$ cat config.mk
export PLATFORM = sky130hd
export DESIGN_NAME = serial_subtractor
export DESIGN_NICKNAME = d
export VERILOG_FILES = /design/src/rtl/serial_subtractor.sv
export SDC_FILE = /design/constraint.sdc
export NUM_CORES = 1
export LEC_CHECK = 0
export BUFFER_PORTS_ARGS = -buffer_cell sky130_fd_sc_hd__buf_2
export CORE_MARGIN = 2
export CORE_UTILIZATION = 55
export CTS_CLUSTER_DIAMETER = 80
export DETAILED_ROUTE_END_ITERATION = 6
export PLACE_DENSITY = 0.8
export SLEW_MARGIN = 20
export SYNTH_ARGS = -nofsm -noshare
export SYNTH_HDL_FRONTEND = slang
export SYNTH_SLANG_ARGS = --single-unit
export TNS_END_PERCENT = 5
$ cat constraint.sdc
create_clock -name clk -period 2.6 [get_ports clk]
set_input_delay 0.39 -clock clk [delete_from_list [all_inputs] [get_ports clk]]
set_output_delay 0.39 -clock clk [all_outputs]
set_load 0.02 [all_outputs]
$ cat src/rtl/serial_subtractor.sv
// serial_subtractor: bit-serial unsigned subtractor, one result bit per clock,
// LSB first. D = A - B - Bin (mod 2^WIDTH), Bout = final borrow.
// Optional build macro SERIAL_SUB_OVERFLOW_EN adds output V (signed overflow).
//
// state | meaning
// IDLE  | ready=1, waiting for start; operands captured on accept
// SHIFT | producing one difference bit per cycle, WIDTH cycles
// DONE  | full difference in shift register; copied to D/Bout, done follows
//
// done and the D/Bout/V outputs are registered on the DONE->IDLE edge, so the
// done pulse lands in the first IDLE cycle and back-to-back operations still
// run at one per WIDTH+2 cycles.
module serial_subtractor #(
  parameter int WIDTH = 8
) (
  input  logic             clk,
  input  logic             rst_n,
  input  logic             start,
  input  logic [WIDTH-1:0] A,
  input  logic [WIDTH-1:0] B,
  input  logic             Bin,
  output logic             ready,
  output logic [WIDTH-1:0] D,
  output logic             Bout,
  output logic             done
`ifdef SERIAL_SUB_OVERFLOW_EN
  ,
  output logic             V
`endif
);

  localparam int CW = $clog2(WIDTH) + 1;

  typedef enum logic [1:0] {
    IDLE  = 2'd0,
    SHIFT = 2'd1,
    DONE  = 2'd2
  } state_t;

  state_t           state;
  state_t           state_nxt;
  logic [WIDTH-1:0] a_sh;
  logic [WIDTH-1:0] b_sh;
  logic [WIDTH-1:0] d_sh;
  logic             borrow;
  logic [CW-1:0]    cnt;
  logic             accept;
  logic             last_bit;
  logic             diff_bit;
  logic             borrow_nxt;

`ifdef SERIAL_SUB_OVERFLOW_EN
  logic             a_msb;
  logic             b_msb;
`endif

  assign ready    = (state == IDLE);
  assign accept   = ready && start;
  assign last_bit = (cnt == CW'(WIDTH - 1));

  // Full-subtractor cell on the current LSBs of the operand shift registers
  always_comb begin
    diff_bit   = a_sh[0] ^ b_sh[0] ^ borrow;
    borrow_nxt = (~a_sh[0] & b_sh[0]) | (~(a_sh[0] ^ b_sh[0]) & borrow);
  end

  // State register
  always_ff @(posedge clk or negedge rst_n) begin
    if (!rst_n) begin
      state <= IDLE;
    end else begin
      state <= state_nxt;
    end
  end

  // Next-state logic
  always_comb begin
    state_nxt = state;
    case (state)
      IDLE:    if (start) state_nxt = SHIFT;
      SHIFT:   if (last_bit) state_nxt = DONE;
      DONE:    state_nxt = IDLE;
      default: state_nxt = IDLE;
    endcase
  end

  // Operand capture and serial datapath; partial result stays internal
  always_ff @(posedge clk or negedge rst_n) begin
    if (!rst_n) begin
      a_sh   <= '0;
      b_sh   <= '0;
      d_sh   <= '0;
      borrow <= 1'b0;
      cnt    <= '0;
    end else if (accept) begin
      a_sh   <= A;
      b_sh   <= B;
      d_sh   <= '0;
      borrow <= Bin;
      cnt    <= '0;
    end else if (state == SHIFT) begin
      a_sh   <= a_sh >> 1;
      b_sh   <= b_sh >> 1;
      d_sh   <= {diff_bit, d_sh[WIDTH-1:1]};
      borrow <= borrow_nxt;
      cnt    <= cnt + CW'(1);
    end
  end

`ifdef SERIAL_SUB_OVERFLOW_EN
  // Operand sign bits kept for the overflow flag, since the shifters consume them
  always_ff @(posedge clk or negedge rst_n) begin
    if (!rst_n) begin
      a_msb <= 1'b0;
      b_msb <= 1'b0;
    end else if (accept) begin
      a_msb <= A[WIDTH-1];
      b_msb <= B[WIDTH-1];
    end
  end
`endif

  // Result registers and done pulse; D/Bout hold until the next completion
  always_ff @(posedge clk or negedge rst_n) begin
    if (!rst_n) begin
      D    <= '0;
      Bout <= 1'b0;
      done <= 1'b0;
`ifdef SERIAL_SUB_OVERFLOW_EN
      V    <= 1'b0;
`endif
    end else begin
      done <= (state == DONE);
      if (state == DONE) begin
        D    <= d_sh;
        Bout <= borrow;
`ifdef SERIAL_SUB_OVERFLOW_EN
        V    <= (a_msb ^ b_msb) & (a_msb ^ d_sh[WIDTH-1]);
`endif
      end
    end
  end

endmodule

* Word level (Yosys, flattened, before mapping)
Index checks and enable logic that the tools add are counted.
Widths: inputs -> output; s select.
** Storage, ports and cells
- Register bits :: 41
- Output and inout port bits :: 11
- Logic and storage cells :: 39
** Cells by class
- Add/sub/neg operators :: 1
- Eq/ne operators :: 5
- Muxes and demuxes :: 13
- Bitwise logic cells :: 7
- Reductions and logical operators :: 4
** Operator list (count)
- $mux 8 :: 6
- $mux 4 :: 2
- $add 4x1->4 const B :: 1
- $eq 4x3->1 const B :: 1
- $mux 2 :: 2
- $ne 2x2->1 const B :: 2
- $pmux 2 s2 :: 1
- $and 1x1->1 :: 2
- $eq 2x1->1 const B :: 1
- $eq 2x2->1 const B :: 1
- $logic_not 2->1 :: 1
- $mux 1 :: 2
- $not 1->1 :: 2
- $reduce_and 2->1 :: 1
- $reduce_bool 2->1 :: 1
- $xor 1x1->1 :: 2
- $logic_and 1x1->1 :: 1
- $or 1x1->1 :: 1

* Logic depth before layout (Yosys ltp)
Gate-level depths: netlist of the first run.
- Depth in word-level cells :: 6
- Gate-level depth with buffers :: 5
- Depth with buffers taken out :: 4

* Worst setup path after synthesis of the first run
No wires, ideal clock.
- Path type :: register to register
- Start :: register state[0]
- End :: register a_sh[1]
- Setup time :: 127 ps
- Arrival time :: 1200 ps
- Setup slack :: 1273 ps
- Stages on the path, launching flop included :: 6
- Buffers on the path :: 2
- Period minus slack after synthesis :: 1327 ps
- Cell sequence :: dfrtp_1 -> or3b_1 -> buf_2 -> buf_2 -> nor2_1 -> a31oi_1
** Between the ends
- Longest elaborated chain between the ends :: 3
** RTL lines
- start: declaration :: RTL line 40 : state_t state;
- start signal: assignment :: RTL line 72 : state <= state_nxt;
- $logic_not 2->1 :: RTL line 57 : assign ready = (state == IDLE);
- $logic_and 1x1->1 :: RTL line 58 : assign accept = ready && start;
- $mux 8 / $reduce_bool 2->1 (equally long branches)
- end signal: assignment :: RTL line 102 : a_sh <= a_sh >> 1;
- end: declaration :: RTL line 42 : logic [WIDTH-1:0] a_sh;
Several ways; a longest one is shown, not always the timed one.
A chain may end at the register's enable or synchronous reset.

* Worst setup path in the final report of the first run
- Start :: register state[0]
- End :: register borrow
** Between the ends
- Longest elaborated chain between the ends :: 3
** RTL lines
- $logic_not 2->1 :: RTL line 57
- $logic_and 1x1->1 :: RTL line 58
- $mux 1 / $reduce_bool 2->1 (equally long branches)
- end signal: assignment :: RTL line 99 : borrow <= Bin;
- end signal: assignment :: RTL line 105 : borrow <= borrow_nxt;
- end: declaration :: RTL line 45 : logic borrow;
Several ways; a longest one is shown, not always the timed one.

==> out/results.md, run 1 <==
## Route
- routed wire length: 3090 um
- violation count after the first detailed-routing iteration: 40
- Via Count: 1283
- average wire per standard cell: 12.6 um
- antenna-violating nets left: 0
- via-per-instance ratio: 5.22
- drt pass-1 iters: 5
- DR DRC count: 0

## Die
- Horiz. Die Dim: 60.4 um
- vertical die dimension: 60.4 um
- die footprint: 3640 um^2
- initial standard-cell utilization of the core: 57.7%
- number of primary I/O pins: 31
- area of the placeable core: 3030 um^2
- number of rows created at floorplan: 20

## CTS
- maximum buffer depth of the clock tree: 2
- cts repair resizes: 0
- hold buffer count at cts: 0
- Post-CTS Setup Inserts: 0
- number of buffers added by the clock tree synthesis step: 5
- H-tree levels: 2
- TritonCTS clock tree: done
- buffer cell driving the clock tree root: sky130_fd_sc_hd__clkbuf_4
- TritonCTS Sinks: 41
- Reg clk slew, reported paths: 110 ps
- insertion delay of the later-clocked pin in the worst-skew pair: 340 ps

## Status
- status: completed

## Yosys
- share of flip-flops with an asynchronous set or reset: 100%
- share of the synthesized area in the top cell type: 58.7%
- portion of netlist area occupied by mux cells: 5.73%
- XOR/XNOR share of the synthesized area: 0%
- netlist area before placement: 1750 um^2
- post-synthesis simple-gate area fraction: 21.9%
- count of distinct cell types in the synthesized netlist: 26
- share of synthesized area occupied by flip-flops and latches: 58.7%
- largest family of logic cells by synthesized area: simple AND/OR/NAND/NOR gates
- complex-gate fraction of the synthesized area: 6.88%
- number of warnings issued by yosys: 0
- fraction of the mapped netlist area in adder cells: 1.86%
- Primary FF master, synth: sky130_fd_sc_hd__dfrtp_1
- library cell occupying the most area in the post-synthesis netlist: sky130_fd_sc_hd__dfrtp_1
- most area-consuming cells after synthesis: sky130_fd_sc_hd__dfrtp_1 59%, sky130_fd_sc_hd__nand2_1 11%, sky130_fd_sc_hd__mux2_2 5.2%
- syn_nets: 197
- average footprint of a synthesized cell: 9.98 um^2
- instance count of the mapped netlist: 175
- Synth Register Bits: 41
- count of flip-flops with a built-in enable after synthesis: 0

## Worst setup path
- Worst path top cell family by delay: simple AND/OR/NAND/NOR gates
- register-to-register setup slack: 880 ps
- depth of the worst register-to-register path: 3
- crit path max-delay cell type: sky130_fd_sc_hd__or3b_2
- critical path data arrival time: 1910 ps
- maximum fanout along the worst path: 41
- capturing point of the worst reg2reg path: borrow
- beginning of the worst register-to-register path: state[0]
- Critical Path Sink Type: flop
- highest cell delay on the worst timing path: 820 ps
- critical path launch point type: flop
- critical path class: reg2reg
- number of buffers and inverters on the critical path: 0
- Worst Path Required: 2790 ps
- cell-by-cell trace of the critical path: or3b_2 > nand3_1 > o211ai_1

## Power and ir drop
- Leak: 0.985 nW
- switching share of power: 37.8%
- overall power after layout: 2.42 mW
- Cell Int Power: 1.51 mW
- register share of total power: 45.6%
- power density over the cells: 1230 nW/um^2
- Switch Pwr: 915 uW
- IR drop worst, VDD: 0.639 mV
- share of power burned in the clock network: 17.4%
- share of power burned in combinational logic: 36.9%

## Timing
- final slew viol count: 0
- slew at the pin closest to its max-slew limit: 1020 ps
- Hold WS: 152 ps
- final worst setup slack: 882 ps
- hold violation total from the final report: 0
- Tmin final: 1720 ps
- # setup viols final: 0
- unrepaired setup endpoints after global routing: no
- TNS Setup: 0 ps
- Slew HR: 32.3%
- clock tree skew after final layout: 8.81 ps
- post-route clock period utilization: 66.1%
- FMAX: 0.582 GHz

## Place
- post-place setup slack: 706 ps
- Post-Place Cells: 238
- Detail Placement HPWL: 2040 um
- IO Port Bufs: 30
- weighted congestion at the end of routability-driven global placement: 0.705
- Post-DP Area: 1890 um^2

## Global routing
- antenna violations before repair: 0
- remaining global-route overflow: 0
- largest net degree at the start of global routing: 42
- via count of the first global-routing pass: 1257
- GR Util All Layers: 19.8%
- wire length of the first global-routing pass: 5220 um

## Cells and area
- antenna diode count: 0
- area of all placed cells without fillers: 1970 um^2
- most used cells in the layout excluding fill and tap cells: 52 x sky130_fd_sc_hd__nand2_1, 41 x sky130_fd_sc_hd__dfrtp_1, 30 x sky130_fd_sc_hd__buf_2, 15 x sky130_fd_sc_hd__nand3_1, 13 x sky130_fd_sc_hd__nor2_1
- utilization of the core after routing: 65.1%
- final net count: 223
- Area growth, synth to finish: 12.8%
- number of non-filler instances in the completed layout: 246
- most common cell after layout, fill and taps aside: sky130_fd_sc_hd__nand2_1
- layout cells sized above 1: 23.8%

## Hold path
- worst hold-check path type: in2async

## Job
- count of maximum capacitance violations: 0

==> worst max-delay path by stage <==
stage	startpoint	endpoint	slack [ps]	cells past startpoint
6_report	state[0]	borrow	880	3
5_1_grt	state[1]	b_sh[1]	740	3
4_1_cts	state[0]	cnt[0]	720	3
3_5_place_dp	start	cnt[0]	710	4
3_3_place_gp	start	borrow	800	4
2_1_floorplan	state[0]	a_sh[1]	1270	5
==> cells in the mapped netlist, types with 2 or more instances <==
library cell               number
sky130_fd_sc_hd__nand2_1       52
sky130_fd_sc_hd__dfrtp_1       41
sky130_fd_sc_hd__nand3_1       15
sky130_fd_sc_hd__nor2_1        13
sky130_fd_sc_hd__a31oi_1       12
sky130_fd_sc_hd__buf_2          8
sky130_fd_sc_hd__mux2_2         8
sky130_fd_sc_hd__inv_1          3
sky130_fd_sc_hd__buf_6          2
sky130_fd_sc_hd__nand2b_1       2
sky130_fd_sc_hd__nor3_1         2
sky130_fd_sc_hd__o21ai_0        2
sky130_fd_sc_hd__o21ai_1        2
==> flip-flops by register name, summed over array words and instances, names as in the netlist <==
| register | count |
|---|---|
| a_sh | 8 |
| cnt | 4 |
| state | 2 |
| b_sh | 8 |
| Bout | 1 |
| borrow | 1 |
| D | 8 |
| done | 1 |
| d_sh | 8 |
==> power by group through the flow <==
stage | clock (mW) | sequential, mW | combinational, mW
after floorplan | 0 | 1.17 | 0.625
after global placement | 0 | 1.10 | 0.852
after detailed placement | 0 | 1.12 | 0.905
after CTS | 0.438 | 1.11 | 0.909
after global routing | 0.462 | 1.15 | 1.01
final | 0.422 | 1.10 | 0.894
==> cell families (layout without fill, tap and decap cells) <==
logic type / count (synthesis) / in the layout
AND/OR/NAND/NOR: 89 / 89
adder cells (fa/ha/maj): 2 / 2
flip-flops: 41 / 41
buffers and inverters: 15 / 42
AO/OA/AOI/OAI: 19 / 19
multiplexers: 9 / 9
==> cell type report <==
type	count	area (um^2)
Clock buffer	7	55.1
Sequential cell	41	1030
Fill cell	260	1060
Timing Repair Buffer	31	158
Tap cell	44	55.1
Inverter	3	11.3
Multi-Input combinational cell	119	636
Clock inverter	1	30.0
==> layer usage <==
metal | global-route usage, % | share of wire [%]
met1 | 22.0 | 43
met2 | 34.9 | 49
met3 | 6.18 | 6.6
met4 | 8.89 | 1.0
met5 | 0 | 0
Power figures use the tool's default switching activity.
==> run 2, diff against run 1 <==
--- a/config.mk
+++ b/config.mk
@@ -7,10 +7,10 @@
 export LEC_CHECK = 0
 export BUFFER_PORTS_ARGS = -buffer_cell sky130_fd_sc_hd__buf_2
 export CORE_MARGIN = 2
-export CORE_UTILIZATION = 55
+export CORE_UTILIZATION = 54
 export CTS_CLUSTER_DIAMETER = 80
 export DETAILED_ROUTE_END_ITERATION = 6
-export PLACE_DENSITY = 0.8
+export PLACE_DENSITY = 0.78
 export SLEW_MARGIN = 20
 export SYNTH_ARGS = -nofsm -noshare
 export SYNTH_HDL_FRONTEND = slang
==> constraint.sdc (replaced) <==
create_clock -name clk -period 1.7 [get_ports clk]
set_input_delay 0.255 -clock clk [delete_from_list [all_inputs] [get_ports clk]]
set_output_delay 0.255 -clock clk [all_outputs]
set_load 0.02 [all_outputs]
==> run 2 against run 1 <==
Compared with the run above:
- register-to-register slack got worse by 640 ps
- power rose by 48%
- final cell count rose by 2.8%
- worst setup slack got worse by 640 ps
- die area rose by 1.7%
- count of clock-buffer cells in the layout fell by 1
- sequential power rose by 54%
- clock power rose by 10%
- non-clock buffer count rose by 7
- critical path depth rose by 1
- critical endpoint is now a_sh[3]
==> out/results.md, run 2 (same netlist as run 1, synthesis figures left out) <==
## Place
- Post-DP Area: 1930 um^2, +2.4%
- Detail Placement HPWL: 2220 um, +8.9%
- IO Port Bufs: 30, unchanged
- weighted congestion at the end of routability-driven global placement: 0.722, +2.3%
- post-place setup slack: 278 ps, -427 ps

## Timing
- # setup viols final: 0, unchanged
- hold violation total from the final report: 0, unchanged
- unrepaired setup endpoints after global routing: no
- final worst setup slack: 246 ps, -636 ps
- slew at the pin closest to its max-slew limit: 585 ps, -431 ps
- clock tree skew after final layout: 8.77 ps, -0.0398 ps
- post-route clock period utilization: 85.5%, +19 points
- TNS Setup: 0 ps, unchanged
- Slew HR: 61.0%, +29 points
- final slew viol count: 0, unchanged
- FMAX: 0.688 GHz, +18%
- Tmin final: 1450 ps, -264 ps

## Cells and area
- antenna diode count: 0, unchanged
- final net count: 230, +3.1%
- most common cell after layout, fill and taps aside: sky130_fd_sc_hd__nand2_1
- layout cells sized above 1: 25.4%, +1.6 points
- area of all placed cells without fillers: 1990 um^2, +1.1%
- most used cells in the layout excluding fill and tap cells: 52 x sky130_fd_sc_hd__nand2_1, 41 x sky130_fd_sc_hd__dfrtp_1, 30 x sky130_fd_sc_hd__buf_2, 15 x sky130_fd_sc_hd__nand3_1, 13 x sky130_fd_sc_hd__nor2_1
- fill cell instance count of the final layout: 260, unchanged
- Area growth, synth to finish: 14.0%

## Global routing
- largest net degree at the start of global routing: 42, unchanged
- met3 Resource Use GR: 6.61%, +0.43 points
- remaining global-route overflow: 0, unchanged
- GR Util All Layers: 21.2%, +1.3 points
- antenna violations before repair: 0, unchanged
- met1 GRT Util: 26.3%, +4.3 points
- wire length of the first global-routing pass: 5610 um, +7.4%
- busiest metal layer after global routing: met2
- via count of the first global-routing pass: 1273, +1.3%
- GR Util met2: 35.0%, +0.085 points

## Power and ir drop
- power density over the cells: 1790 nW/um^2, +46%
- share of power burned in combinational logic: 39.7%, +2.8 points
- switching share of power: 39.8%, +2.0 points
- IR drop worst, VDD: 0.978 mV, +53%
- register share of total power: 47.4%, +1.8 points
- share of power burned in the clock network: 13.0%, -4.4 points
- Leak: 1.00 nW, +2.0%
- Cell Int Power: 2.15 mW, +43%
- Switch Pwr: 1.42 mW, +56%

## Hold path
- worst hold-check path type: in2reg

## CTS
- buffer cell driving the clock tree root: sky130_fd_sc_hd__clkbuf_4
- Post-CTS Setup Inserts: 0, unchanged
- Reg clk slew, reported paths: 120 ps, about the same
- maximum buffer depth of the clock tree: 2, unchanged
- TritonCTS clock tree: done
- H-tree levels: 2, unchanged
- hold buffer count at cts: 1, +1
- TritonCTS Sinks: 41, unchanged
- number of buffers added by the clock tree synthesis step: 5, unchanged
- insertion delay of the later-clocked pin in the worst-skew pair: 350 ps, about the same
- cts repair resizes: 0, unchanged

## Worst setup path
- Critical Path Sink Type: flop
- critical path launch point type: flop
- critical path class: reg2reg
- register-to-register setup slack: 250 ps, -640 ps
- Worst Path Required: 1920 ps, -870 ps
- maximum fanout along the worst path: 41, unchanged
- critical path data arrival time: 1670 ps, -240 ps

## Route
- average wire per standard cell: 12.8 um, +1.6%
- via-per-instance ratio: 5.28, +1.2%
- DR DRC count: 0, unchanged
- routed wire length: 3230 um, +4.5%
- Via Count: 1335, +4.1%
- antenna-violating nets left: 0, unchanged
- violation count after the first detailed-routing iteration: 49, +23%
- drt pass-1 iters: 4, -1

## Die
- number of primary I/O pins: 31, unchanged
- number of rows created at floorplan: 20, unchanged
- area of the placeable core: 3050 um^2, +0.83%
- initial standard-cell utilization of the core: 57.2%, -0.47 points
- Horiz. Die Dim: 60.9 um, +0.86%
- vertical die dimension: 60.9 um, +0.86%
- die footprint: 3710 um^2, +1.7%

## Job
- count of maximum capacitance violations: 0, unchanged

## Status
- status: completed

run 2: worst max-delay path, cell delays in order, from the launching register on:
cell and delay [ps]:
sky130_fd_sc_hd__dfrtp_1 450, sky130_fd_sc_hd__or3b_1 390, sky130_fd_sc_hd__buf_4 250, sky130_fd_sc_hd__nor2_1 150, sky130_fd_sc_hd__a31oi_1 60
run 2: final cells by class:
class	count	area, um^2	share of cell area (%)
Clock buffer	6	41.3	2.07
Clock inverter	2	10.0	0.503
Tap cell	44	55.1	2.76
Timing Repair Buffer	38	213	10.7
Inverter	3	11.3	0.565
Multi-Input combinational cell	119	636	31.9
Sequential cell	41	1030	51.5
run 2: through the flow:
step                utilization, %  power, mW  cells  hold slack (ps)
global placement              63.2       3.05    244              270
CTS                           65.2       3.63    253             74.1
global route                  65.2       3.89    253             88.5
detailed placement            63.2       3.15    244              288
finish                        65.2       3.58    253             94.5
floorplan                        -       2.75    175            -40.6
run 2: worst paths after layout:
path / start / endpoint / depth (start not counted)
min in group asynchronous: rst_n / d_sh[4] / 2
max in group asynchronous: rst_n / a_sh[3] / 3
hold / removal: A[7] / a_sh[7] / 3
setup reg to reg: state[0] / a_sh[3] / 4
hold reg to reg: cnt[3] / state[1] / 1
setup / recovery: state[0] / a_sh[3] / 4
run 2: per-layer routing:
| layer | up-vias | wire [um] |
|---|---|---|
| li1 | 647 | - |
| met3 | 8 | 198 |
| met2 | 38 | 1520 |
| met4 | 0 | 57 |
| met1 | 642 | 1460 |
| met5 | - | 0 |
run 2: power by group through the flow:
stage,Clock (mW),Sequential [mW],Combinational (mW)
finish,0.464,1.69,1.42
CTS,0.487,1.69,1.45
detailed placement,0,1.71,1.44
global route,0.528,1.75,1.61
global placement,0,1.68,1.37
floorplan,0,1.79,0.955
